`config.mk`:
```
export PLATFORM = sky130hd
export DESIGN_NAME = mul_div_unit_flat
export DESIGN_NICKNAME = d
export VERILOG_FILES = /design/src/rtl/mul_div_unit_if.sv /design/src/rtl/mul_div_unit.sv /design/src/flat_wrapper.sv
export SDC_FILE = /design/constraint.sdc
export NUM_CORES = 1
export LEC_CHECK = 0
export CORE_ASPECT_RATIO = 0.6
export CORE_MARGIN = 1.5
export CORE_UTILIZATION = 55
export CTS_BUF_LIST = sky130_fd_sc_hd__clkbuf_4 sky130_fd_sc_hd__clkbuf_8
export CTS_CLUSTER_DIAMETER = 200
export CTS_CLUSTER_SIZE = 8
export DETAILED_ROUTE_END_ITERATION = 12
export DONT_BUFFER_PORTS = 1
export GPL_ROUTABILITY_DRIVEN = 0
export PLACE_DENSITY = 0.73
export SLEW_MARGIN = 15
export SYNTH_ARGS = -nofsm -noshare
export SYNTH_HDL_FRONTEND = slang
export SYNTH_SLANG_ARGS = --single-unit
```
`constraint.sdc`:
```
create_clock -name clk -period 3.7 [get_ports clk]
set_clock_uncertainty 0.1 [all_clocks]
set_input_delay 1.11 -clock clk [delete_from_list [all_inputs] [get_ports clk]]
set_output_delay 1.11 -clock clk [all_outputs]
set_load 0.01 [all_outputs]
```
`src/rtl/mul_div_unit_if.sv`:
```
// Handshake/bus bundle between the EX stage and the multiply/divide unit.
// Ports: master drives start/op/a/b/flush/wr_hi/wr_lo/wr_data; slave returns
//        busy/done/div_by_zero and the architectural hi/lo registers.
interface mul_div_unit_if #(
  parameter int WIDTH = 16
);
  logic             start;
  logic [1:0]       op;
  logic [WIDTH-1:0] a;
  logic [WIDTH-1:0] b;
  logic             flush;
  logic             wr_hi;
  logic             wr_lo;
  logic [WIDTH-1:0] wr_data;
  logic             busy;
  logic             done;
  logic             div_by_zero;
  logic [WIDTH-1:0] hi;
  logic [WIDTH-1:0] lo;

  modport master (
    output start, op, a, b, flush, wr_hi, wr_lo, wr_data,
    input  busy, done, div_by_zero, hi, lo
  );

  modport slave (
    input  start, op, a, b, flush, wr_hi, wr_lo, wr_data,
    output busy, done, div_by_zero, hi, lo
  );
endinterface

```
`src/rtl/mul_div_unit.sv`:
```
// Iterative shift-add multiply / restoring divide unit with HI/LO registers.
// Latency: done pulses WIDTH+1 edges after the accepting edge (1 edge for divide by zero).
// Backpressure: busy stalls the pipeline; start is ignored while busy, flush cancels.
// Ports: clk, reset (async, active-high), bus (mul_div_unit_if.slave):
//        start/op/a/b issue, flush cancel, wr_hi/wr_lo/wr_data MTHI/MTLO,
//        busy/done/div_by_zero status, hi/lo results.
module mul_div_unit #(
  parameter int WIDTH = 16,
  parameter int CNT_W = $clog2(WIDTH + 1)
) (
  input logic           clk,
  input logic           reset,
  mul_div_unit_if.slave bus
);

  localparam logic [1:0] S_IDLE = 2'd0;
  localparam logic [1:0] S_RUN  = 2'd1;
  localparam logic [1:0] S_FIN  = 2'd2;

  localparam logic [WIDTH-1:0]   ONE   = {{(WIDTH-1){1'b0}}, 1'b1};
  localparam logic [2*WIDTH-1:0] ONE2  = {{(2*WIDTH-1){1'b0}}, 1'b1};
  localparam logic [CNT_W-1:0]   LAST  = CNT_W'(WIDTH - 1);
  localparam logic [CNT_W-1:0]   CNT_1 = {{(CNT_W-1){1'b0}}, 1'b1};

  logic [1:0]       state_q, state_d;
  logic [CNT_W-1:0] cnt_q, cnt_d;
  logic             is_div_q, is_div_d;
  logic             neg_q, neg_d;     // product / quotient must be negated
  logic             rneg_q, rneg_d;   // remainder must be negated
  logic             dbz_q, dbz_d;     // divide by zero captured at issue
  logic [WIDTH-1:0] acc_q, acc_d;     // partial product high half / partial remainder
  logic [WIDTH-1:0] wrk_q, wrk_d;     // multiplier shifting out / dividend->quotient
  logic [WIDTH-1:0] opb_q, opb_d;     // multiplicand or divisor magnitude
  logic [WIDTH-1:0] hi_q, hi_d;
  logic [WIDTH-1:0] lo_q, lo_d;
  logic             done_q, done_d;
  logic             dbz_out_q, dbz_out_d;

  // Operand magnitudes; unsigned ops use the raw values.
  logic             a_neg, b_neg;
  logic [WIDTH-1:0] a_mag, b_mag;
  assign a_neg = bus.op[0] & bus.a[WIDTH-1];
  assign b_neg = bus.op[0] & bus.b[WIDTH-1];
  assign a_mag = a_neg ? (~bus.a + ONE) : bus.a;
  assign b_mag = b_neg ? (~bus.b + ONE) : bus.b;

  // One multiply step: conditionally add, then shift {sum, wrk} right by one.
  logic [WIDTH:0] mul_sum;
  assign mul_sum = {1'b0, acc_q} + (wrk_q[0] ? {1'b0, opb_q} : {(WIDTH+1){1'b0}});

  // One restoring divide step. The remainder before the shift is below the
  // divisor, so a successful subtract always fits back into WIDTH bits.
  logic [WIDTH:0]   rem_sh;
  logic             rem_ge;
  logic [WIDTH-1:0] rem_sub;
  assign rem_sh  = {acc_q, wrk_q[WIDTH-1]};
  assign rem_ge  = (rem_sh >= {1'b0, opb_q});
  assign rem_sub = rem_sh[WIDTH-1:0] - opb_q;

  // Sign fixup applied in FIN.
  logic [2*WIDTH-1:0] prod, prod_fix;
  logic [WIDTH-1:0]   quo_fix, rem_fix, fin_hi, fin_lo;
  assign prod     = {acc_q, wrk_q};
  assign prod_fix = neg_q  ? (~prod + ONE2)  : prod;
  assign quo_fix  = neg_q  ? (~wrk_q + ONE)  : wrk_q;
  assign rem_fix  = rneg_q ? (~acc_q + ONE)  : acc_q;

  always_comb begin
    fin_hi = prod_fix[2*WIDTH-1:WIDTH];
    fin_lo = prod_fix[WIDTH-1:0];
    if (dbz_q) begin
      fin_hi = acc_q;            // holds the raw dividend
      fin_lo = {WIDTH{1'b1}};
    end else if (is_div_q) begin
      fin_hi = rem_fix;
      fin_lo = quo_fix;
    end
  end

  always_comb begin
    state_d   = state_q;
    cnt_d     = cnt_q;
    is_div_d  = is_div_q;
    neg_d     = neg_q;
    rneg_d    = rneg_q;
    dbz_d     = dbz_q;
    acc_d     = acc_q;
    wrk_d     = wrk_q;
    opb_d     = opb_q;
    hi_d      = hi_q;
    lo_d      = lo_q;
    done_d    = 1'b0;
    dbz_out_d = 1'b0;

    // MTHI/MTLO only while idle; completion writes happen only while busy.
    if (state_q == S_IDLE) begin
      if (bus.wr_hi) hi_d = bus.wr_data;
      if (bus.wr_lo) lo_d = bus.wr_data;
    end

    case (state_q)
      S_IDLE: begin
        if (bus.start && !bus.flush) begin
          is_div_d = bus.op[1];
          neg_d    = a_neg ^ b_neg;
          rneg_d   = a_neg;
          dbz_d    = bus.op[1] && (bus.b == '0);
          cnt_d    = '0;
          acc_d    = '0;
          if (bus.op[1]) begin
            wrk_d = a_mag;
            opb_d = b_mag;
          end else begin
            wrk_d = b_mag;
            opb_d = a_mag;
          end
          if (bus.op[1] && (bus.b == '0)) begin
            acc_d   = bus.a;
            state_d = S_FIN;
          end else begin
            state_d = S_RUN;
          end
        end
      end
      S_RUN: begin
        if (bus.flush) begin
          state_d = S_IDLE;
        end else begin
          cnt_d = cnt_q + CNT_1;
          if (is_div_q) begin
            acc_d = rem_ge ? rem_sub : rem_sh[WIDTH-1:0];
            wrk_d = {wrk_q[WIDTH-2:0], rem_ge};
          end else begin
            acc_d = mul_sum[WIDTH:1];
            wrk_d = {mul_sum[0], wrk_q[WIDTH-1:1]};
          end
          if (cnt_q == LAST) state_d = S_FIN;
        end
      end
      S_FIN: begin
        state_d = S_IDLE;
        if (!bus.flush) begin
          hi_d      = fin_hi;
          lo_d      = fin_lo;
          done_d    = 1'b1;
          dbz_out_d = dbz_q;
        end
      end
      default: state_d = S_IDLE;
    endcase
  end

  always_ff @(posedge clk or posedge reset) begin
    if (reset) begin
      state_q   <= S_IDLE;
      cnt_q     <= '0;
      is_div_q  <= 1'b0;
      neg_q     <= 1'b0;
      rneg_q    <= 1'b0;
      dbz_q     <= 1'b0;
      acc_q     <= '0;
      wrk_q     <= '0;
      opb_q     <= '0;
      hi_q      <= '0;
      lo_q      <= '0;
      done_q    <= 1'b0;
      dbz_out_q <= 1'b0;
    end else begin
      state_q   <= state_d;
      cnt_q     <= cnt_d;
      is_div_q  <= is_div_d;
      neg_q     <= neg_d;
      rneg_q    <= rneg_d;
      dbz_q     <= dbz_d;
      acc_q     <= acc_d;
      wrk_q     <= wrk_d;
      opb_q     <= opb_d;
      hi_q      <= hi_d;
      lo_q      <= lo_d;
      done_q    <= done_d;
      dbz_out_q <= dbz_out_d;
    end
  end

  assign bus.busy        = (state_q != S_IDLE);
  assign bus.done        = done_q;
  assign bus.div_by_zero = dbz_out_q;
  assign bus.hi          = hi_q;
  assign bus.lo          = lo_q;

endmodule
```
`src/flat_wrapper.sv`:
```
// flat-port wrapper written by rule: the top's interface ports become plain ports
module mul_div_unit_flat 
#(
  parameter int WIDTH = 16,
  parameter int CNT_W = $clog2(WIDTH + 1)
)
  (clk, reset, bus_start, bus_op, bus_a, bus_b, bus_flush, bus_wr_hi, bus_wr_lo, bus_wr_data, bus_busy, bus_done, bus_div_by_zero, bus_hi, bus_lo);
  mul_div_unit_if #(.WIDTH(WIDTH)) bus_i ();
  input logic clk;
  input logic reset;
  input wire logic [$bits(bus_i.start)-1:0] bus_start;
  input wire logic [$bits(bus_i.op)-1:0] bus_op;
  input wire logic [$bits(bus_i.a)-1:0] bus_a;
  input wire logic [$bits(bus_i.b)-1:0] bus_b;
  input wire logic [$bits(bus_i.flush)-1:0] bus_flush;
  input wire logic [$bits(bus_i.wr_hi)-1:0] bus_wr_hi;
  input wire logic [$bits(bus_i.wr_lo)-1:0] bus_wr_lo;
  input wire logic [$bits(bus_i.wr_data)-1:0] bus_wr_data;
  output wire logic [$bits(bus_i.busy)-1:0] bus_busy;
  output wire logic [$bits(bus_i.done)-1:0] bus_done;
  output wire logic [$bits(bus_i.div_by_zero)-1:0] bus_div_by_zero;
  output wire logic [$bits(bus_i.hi)-1:0] bus_hi;
  output wire logic [$bits(bus_i.lo)-1:0] bus_lo;
  assign bus_i.start = bus_start;
  assign bus_i.op = bus_op;
  assign bus_i.a = bus_a;
  assign bus_i.b = bus_b;
  assign bus_i.flush = bus_flush;
  assign bus_i.wr_hi = bus_wr_hi;
  assign bus_i.wr_lo = bus_wr_lo;
  assign bus_i.wr_data = bus_wr_data;
  assign bus_busy = bus_i.busy;
  assign bus_done = bus_i.done;
  assign bus_div_by_zero = bus_i.div_by_zero;
  assign bus_hi = bus_i.hi;
  assign bus_lo = bus_i.lo;
  mul_div_unit #(.WIDTH(WIDTH), .CNT_W(CNT_W)) u_core (.clk(clk), .reset(reset), .bus(bus_i));
endmodule
```
==> PnR_summary.wiki, run 1 <==
{| class="wikitable"
! Metric !! Value
|-
| I/O Buffers || 0
|-
| CTS tree || built
|-
| Number of violations of the max-capacitance limit || 0
|-
| CP Cell Sequence || inv_1, buf_4, nor2_1, ha_1, nand2_1, nor4_1, nor2_1, a31oi_1, a21oi_1, o211ai_1, and3_4, a211oi_2
|-
| Antenna violations before repair || 0
|-
| Ys Warns || 0
|-
| # resized after CTS || 0
|-
| Top Family by Delay on Critical Path || simple AND/OR/NAND/NOR gates
|-
| Synth top area share || approximately 29%
|-
| Library cell with the highest instance count after synthesis || a21oi_1
|-
| Status || complete, no violations
|-
| CTS Hold Bufs || 0
|-
| Top cells by instance count after synthesis || a21oi_1 (113), nor2_1 (107), dfrtp_1 (93)
|-
| Startpoint type of the worst setup path || flip-flop
|-
| Peak supply drop || between 0.0003 and 0.0004 V
|-
| Number of H-tree levels || 3
|-
| Final antenna-violating net count || 0
|-
| Count of endpoints failing hold in the final timing report || 0
|-
| Sequential cell area || 0.00233 mm2
|-
| Proportion of register bits with asynchronous set or reset after synthesis || 100%
|-
| Share of layout cells above drive strength 1 || under 10%
|-
| Overall power consumption || 5.36 mW
|-
| GRT overflow || 0
|-
| Avg WL per Cell || between 20 and 25 um
|-
| Detailed Route WL || 25.0 mm
|-
| Most numerous cell on the critical path || nor2_1
|-
| Syn Inst Count || between 900 and 1000
|-
| Final critical path time including I/O delays and setup || 3.30 ns
|-
| Number of synthesized flops with an enable pin || 0
|-
| Num CTS Buffers || 9
|-
| Final nets || approximately 1100
|-
| Die height || between 90 and 100 um
|-
| Synth top area cells || dfrtp_1 (29%), a21oi_1 (7.1%), ha_1 (6.0%)
|-
| Final cycle utilization of the critical path || between 80% and 90%
|-
| Area of the mapped netlist || roughly 0.008 mm2
|-
| Starting DRT DRC Count || ~1000
|-
| Post-CTS Setup Inserts || 0
|-
| Hpwl dp || 19.4 mm
|-
| Power density over the cells || around 640 mW/mm2
|-
| Slew at the pin closest to its max-slew limit || 0.845 ns
|-
| Total area of multi-input combinational cells || approximately 0.0052 mm2
|-
| Proportion of synthesized chip area in sequential cells || around 30%
|-
| Synth Register Bits || 93
|-
| Critical Path AT || about 3.5 ns
|-
| Type of destination of the critical path || flip-flop
|-
| Detailed-router iteration count before antenna repair || 7
|-
| Post-route worst hold slack || 0.389 ns
|-
| Synth area leader || dfrtp_1
|-
| Layout overhead on the synthesized area || 4.78%
|-
| Largest buffer count on any clock path || 2
|-
| Worst relative slew slack || between 40% and 50%
|-
| Number of setup violations in the final report || 0
|-
| Row count || 33
|-
| Highest-delay cell along the critical path || dfrtp_1
|-
| Die Footprint || 0.0152 mm2
|-
| Class of the most critical hold timing path || reg2reg
|-
| GRT Overall Usage || between 30% and 40%
|-
| Achievable clock frequency || roughly 0.30 GHz
|-
| Effective utilization at floorplan || a little under three fifths
|-
| Max incr delay on CP || between 0.4 and 0.5 ns
|-
| Core footprint || 0.0139 mm2
|-
| Max-slew violations || 0
|-
| Critical Path RT || about 3.9 ns
|-
| Pin count of the biggest net entering global routing || 57
|-
| Vias || between 7000 and 8000
|-
| Leakage || between 3 and 4 nW
|-
| Crit path kind || reg2reg
|-
| Number of primary I/O pins || 91
|-
| Synthesized Nets || between 1000 and 1500
|-
| Combined buffer and inverter count along the critical path || 2
|-
| Number of remaining DRC errors || 0
|-
| Syn_area_per_cell || 7.99 um2
|-
| Wire length of the first global-routing pass || between 30 and 40 mm
|-
| Number of filler cells placed in the layout || between 1000 and 1500
|-
| Reg clk slew, reported paths || 0.10 ns
|-
| Top FF cell, synth || dfrtp_1
|-
| Number of distinct library cells after synthesis || roughly 80
|-
| Die Width || 158 um
|-
| Latest clock arrival within the worst-skew pair || about 0.4 ns
|-
| Number of global-route vias before repair || 6664
|-
| Sinks on the clock net || between 90 and 100
|-
| Post-Route Setup TNS || 0 ns
|-
| Number of diodes || 0
|-
| Setup repair after global routing missed its margin || false
|-
| Worst Path Max Fanout || 13
|-
| Via density per instance || roughly 6.4
|-
| Root buf cell || clkbuf_8
|}
==> metal layers <==
metal | vias to the layer above | global-route usage, % | wire (um)
li1 | 3542 | - | -
met1 | 3504 | 51.7 | 11800
met2 | 423 | 44.6 | 9620
met3 | 18 | 12.7 | 3370
met4 | 0 | 4.28 | 209
met5 | - | 0 | 0
==> worst register-to-register path, delay by kind of cell, from the launching register on <==
kind            cells  cell delay (ns)
simple gates        5             0.93
flops               1             0.47
compound gates      4             0.85
fa+ha+maj           1             0.40
buf+inv             2             0.43
==> registers in the layout, summed over array words and instances, names as in the netlist <==
register and cells:
u_core.state_q 2, u_core.is_div_q 1, u_core.bus.hi 16, u_core.cnt_q 5, u_core.neg_q 1, u_core.dbz_q 1
u_core.bus.done 1, u_core.bus.div_by_zero 1, u_core.rneg_q 1, u_core.bus.lo 16, u_core.opb_q 16, u_core.acc_q 16
u_core.wrk_q 16
==> logic make-up (layout without fill, tap and decap cells) <==
kind of cell / after synthesis / in the layout / share of synthesized area [%]
and+or+nand+nor: 323 / 323 / 19.5
AOI/OAI and AO/OA: 316 / 316 / 25.1
buffers and inverters: 98 / 80 / 4.98
DFF: 93 / 93 / 29.2
xor gates and xnor gates: 77 / 77 / 8.47
muxes: 49 / 49 / 6.19
adders and majority gates: 40 / 40 / 6.48
==> metrics by stage <==
stage / cell area, um2 / worst slack, ns / utilization, % / instances
2_1_floorplan: 7960 / 0.0697 / - / 996
3_3_place_gp: 8150 / 0.325 / 58.8 / 1154
3_5_place_dp: 8150 / 0.291 / 58.8 / 1154
4_1_cts: 8340 / 0.544 / 60.1 / 1170
5_1_grt: 8340 / 0.344 / 60.1 / 1170
6_report: 8340 / 0.404 / 60.1 / 1170
==> layout make-up <==
| type | count | share of cell area [%] |
|---|---|---|
| Clock inverter | 7 | 0.750 |
| Sequential cell | 93 | 27.9 |
| Timing Repair Buffer | 24 | 2.31 |
| Tap cell | 192 | 2.88 |
| Multi-Input combinational cell | 805 | 62.8 |
| Inverter | 40 | 1.83 |
| Clock buffer | 9 | 1.49 |
==> cell usage in the layout (no fill, tap or decap), types with 19 or more instances in the layout <==
cell	synthesis	routed
dfrtp_1	93	93
nand2_1	90	90
a21oi_1	113	113
ha_1	38	38
nor2b_1	19	19
xor2_1	41	41
mux2i_1	47	47
o21ai_0	52	52
a211oi_1	20	20
xnor2_1	36	36
buf_4	1	23
inv_1	39	38
nor3_1	25	25
nor2_1	107	107
==> worst paths after layout <==
kind                                 startpoint                end  slack (ns)  cells past startpoint
max in group asynchronous                 reset  u_core.state_q[1]        2.20                      2
min in group asynchronous                 reset    u_core.wrk_q[7]        0.60                      1
worst min register to register  u_core.opb_q[4]    u_core.opb_q[4]        0.39                      2
worst max-delay path            u_core.wrk_q[0]   u_core.acc_q[14]        0.40                     12
worst max register to register  u_core.wrk_q[0]   u_core.acc_q[14]        0.40                     12
worst min-delay path            u_core.opb_q[4]    u_core.opb_q[4]        0.39                      2
==> power by group <==
group          internal, mW  switching, mW  leakage, nW  total, mW
logic                  1.23           1.79         2.36       3.02
registers              1.25          0.401         1.13       1.65
clock network         0.263          0.433       0.0988      0.696
total                  2.74           2.62         3.59       5.36
Power figures use the tool's default switching activity.
==> inputs of run 2 (changes only) <==
CORE_ASPECT_RATIO = not set   (was 0.6)
CORE_MARGIN = 2   (was 1.5)
==> run 2 against run 1 <==
Compared with the run above: final cell count is 0.77% lower; via count is 0.98% lower; critical path depth is 3 lower; power is 0.42% lower; critical endpoint is now u_core.acc_q[1]; hold slack better by 0.0072 ns; setup slack better by 0.054 ns; core utilization is 0.34 points lower.
==> PnR_summary.wiki, run 2 (synthesis results as in run 1) <==
{| class="wikitable"
! Metric !! Value
|-
| Status || complete, no violations
|-
| Die height || between 100 and 150 um
|-
| Achievable clock frequency || ~0.31 GHz
|-
| I/O Buffers || 0
|-
| Final antenna-violating net count || 0
|-
| Vias || 7414
|-
| Effective utilization at floorplan || 56.9%
|-
| Routed length on met3 || 2.13 mm
|-
| Via density per instance || around 6.4
|-
| Critical Path AT || ~3.5 ns
|-
| Count of endpoints failing hold in the final timing report || 0
|-
| Instance count after placement with tap cells included || around 1100
|-
| Largest buffer count on any clock path || 2
|-
| Startpoint type of the worst setup path || flip-flop
|-
| GRT Overall Usage || between 30% and 40%
|-
| Leakage || between 3 and 4 nW
|-
| Detailed Route WL || about 24 mm
|-
| Number of remaining DRC errors || 0
|-
| Final cycle utilization of the critical path || between 80 and 90%
|-
| Post-Route Setup TNS || 0 ns
|-
| Worst relative slew slack || between 30% and 40%
|-
| Number of setup violations in the final report || 0
|-
| # resized after CTS || 0
|-
| Starting DRT DRC Count || around 700
|-
| Crit path kind || reg2reg
|-
| Hpwl dp || 18.3 mm
|-
| Core footprint || 0.0140 mm2
|-
| Latest clock arrival within the worst-skew pair || ~0.4 ns
|-
| Die Footprint || between 0.015 and 0.02 mm2
|-
| Num CTS Buffers || 9
|-
| Layout overhead on the synthesized area || 5.05%
|-
| Critical Path RT || around 3.9 ns
|-
| Slew at the pin closest to its max-slew limit || between 0.9 and 1 ns
|-
| Non-filler instance count after layout || between 1000 and 1500
|-
| Power density over the cells || 638 mW/mm2
|-
| Met2 Routed Length || 10.8 mm
|-
| Post-CTS Setup Inserts || 0
|-
| Wire length of the first global-routing pass || between 30 and 40 mm
|-
| Final nets || 1072
|-
| Number of H-tree levels || 3
|-
| Root buf cell || clkbuf_8
|-
| Setup repair after global routing missed its margin || false
|-
| Share of layout cells above drive strength 1 || just under 7%
|-
| Max-slew violations || 0
|-
| Type of destination of the critical path || flip-flop
|-
| Class of the most critical hold timing path || reg2reg
|-
| Commonest non-fill, non-tap cell in the layout || a21oi_1
|-
| Number of violations of the max-capacitance limit || 0
|-
| Row count || 43
|-
| Sinks on the clock net || between 90 and 100
|-
| Number of diodes || 0
|-
| CTS tree || built
|-
| Total routed wire length on the met1 layer || approximately 10 mm
|-
| Final critical path time including I/O delays and setup || roughly 3.2 ns
|-
| Number of primary I/O pins || ~90
|-
| Die Width || 124 um
|-
| Detailed-router iteration count before antenna repair || 8
|-
| Number of global-route vias before repair || about 6800
|-
| Reg clk slew, reported paths || approximately 0.10 ns
|-
| GRT overflow || 0
|-
| CTS Hold Bufs || 0
|-
| Pin count of the biggest net entering global routing || between 50 and 60
|-
| Worst Path Max Fanout || 9
|-
| Antenna violations before repair || 0
|-
| Uppermost signal routing layer after detailed routing || met4
|-
| Commonest cells after routing, fill and taps aside || a21oi_1 (113), nor2_1 (107), dfrtp_1 (93)
|-
| Peak supply drop || between 0.0002 and 0.0003 V
|-
| Avg WL per Cell || roughly 21 um
|}
[run 2: path summary, 6_finish.rpt]
| kind | startpoint | endpoint | slack [ns] | depth (start not counted) |
|---|---|---|---|---|
| max | u_core.acc_q[2] | u_core.acc_q[1] | 0.46 | 9 |
| min | u_core.opb_q[9] | u_core.opb_q[9] | 0.40 | 2 |
| max reg2reg | u_core.acc_q[2] | u_core.acc_q[1] | 0.46 | 9 |
| min reg2reg | u_core.opb_q[9] | u_core.opb_q[9] | 0.40 | 2 |
| max in group asynchronous | reset | u_core.wrk_q[8] | 2.28 | 2 |
| min in group asynchronous | reset | u_core.acc_q[14] | 0.53 | 1 |
[run 2: stage by stage]
step	hold slack, ns	area, um2	setup slack (ns)	utilization, %	power [mW]
2_1_floorplan	0.350	7960	0.0697	-	3.77
3_3_place_gp	0.362	8160	0.300	58.3	4.49
3_5_place_dp	0.380	8160	0.285	58.3	4.52
4_1_cts	0.402	8360	0.484	59.8	5.27
5_1_grt	0.419	8360	0.314	59.8	5.70
6_report	0.396	8360	0.458	59.8	5.34
[run 2: metal layers]
layer	vias up	track usage (%)
li1	3546	-
met1	3478	43.6
met2	352	46.7
met3	38	6.53
met4	0	10.3
met5	-	0
[run 2: critical path: stages (launching register included)]
cell	delay, ns
dfrtp_1	0.51
ha_1	0.42
o21a_1	0.14
o31a_2	0.16
o21ai_2	0.11
a2111o_1	0.39
a41o_1	0.28
nand2_1	0.43
mux2_2	0.39
a211oi_1	0.22
[run 2: power breakdown]
group | switching [mW] | total, mW | internal [mW]
Clock | 0.422 | 0.748 | 0.325
Combinational | 1.75 | 2.98 | 1.24
Sequential | 0.358 | 1.60 | 1.25
[run 2: final cells by class]
cell class | instances | area [um2]
Clock inverter | 6 | 68.8
Sequential cell | 93 | 2330
Tap cell | 180 | 225
Fill cell | 1284 | 5630
Multi-Input combinational cell | 805 | 5240
Clock buffer | 10 | 131
Inverter | 40 | 153
Timing Repair Buffer | 27 | 215
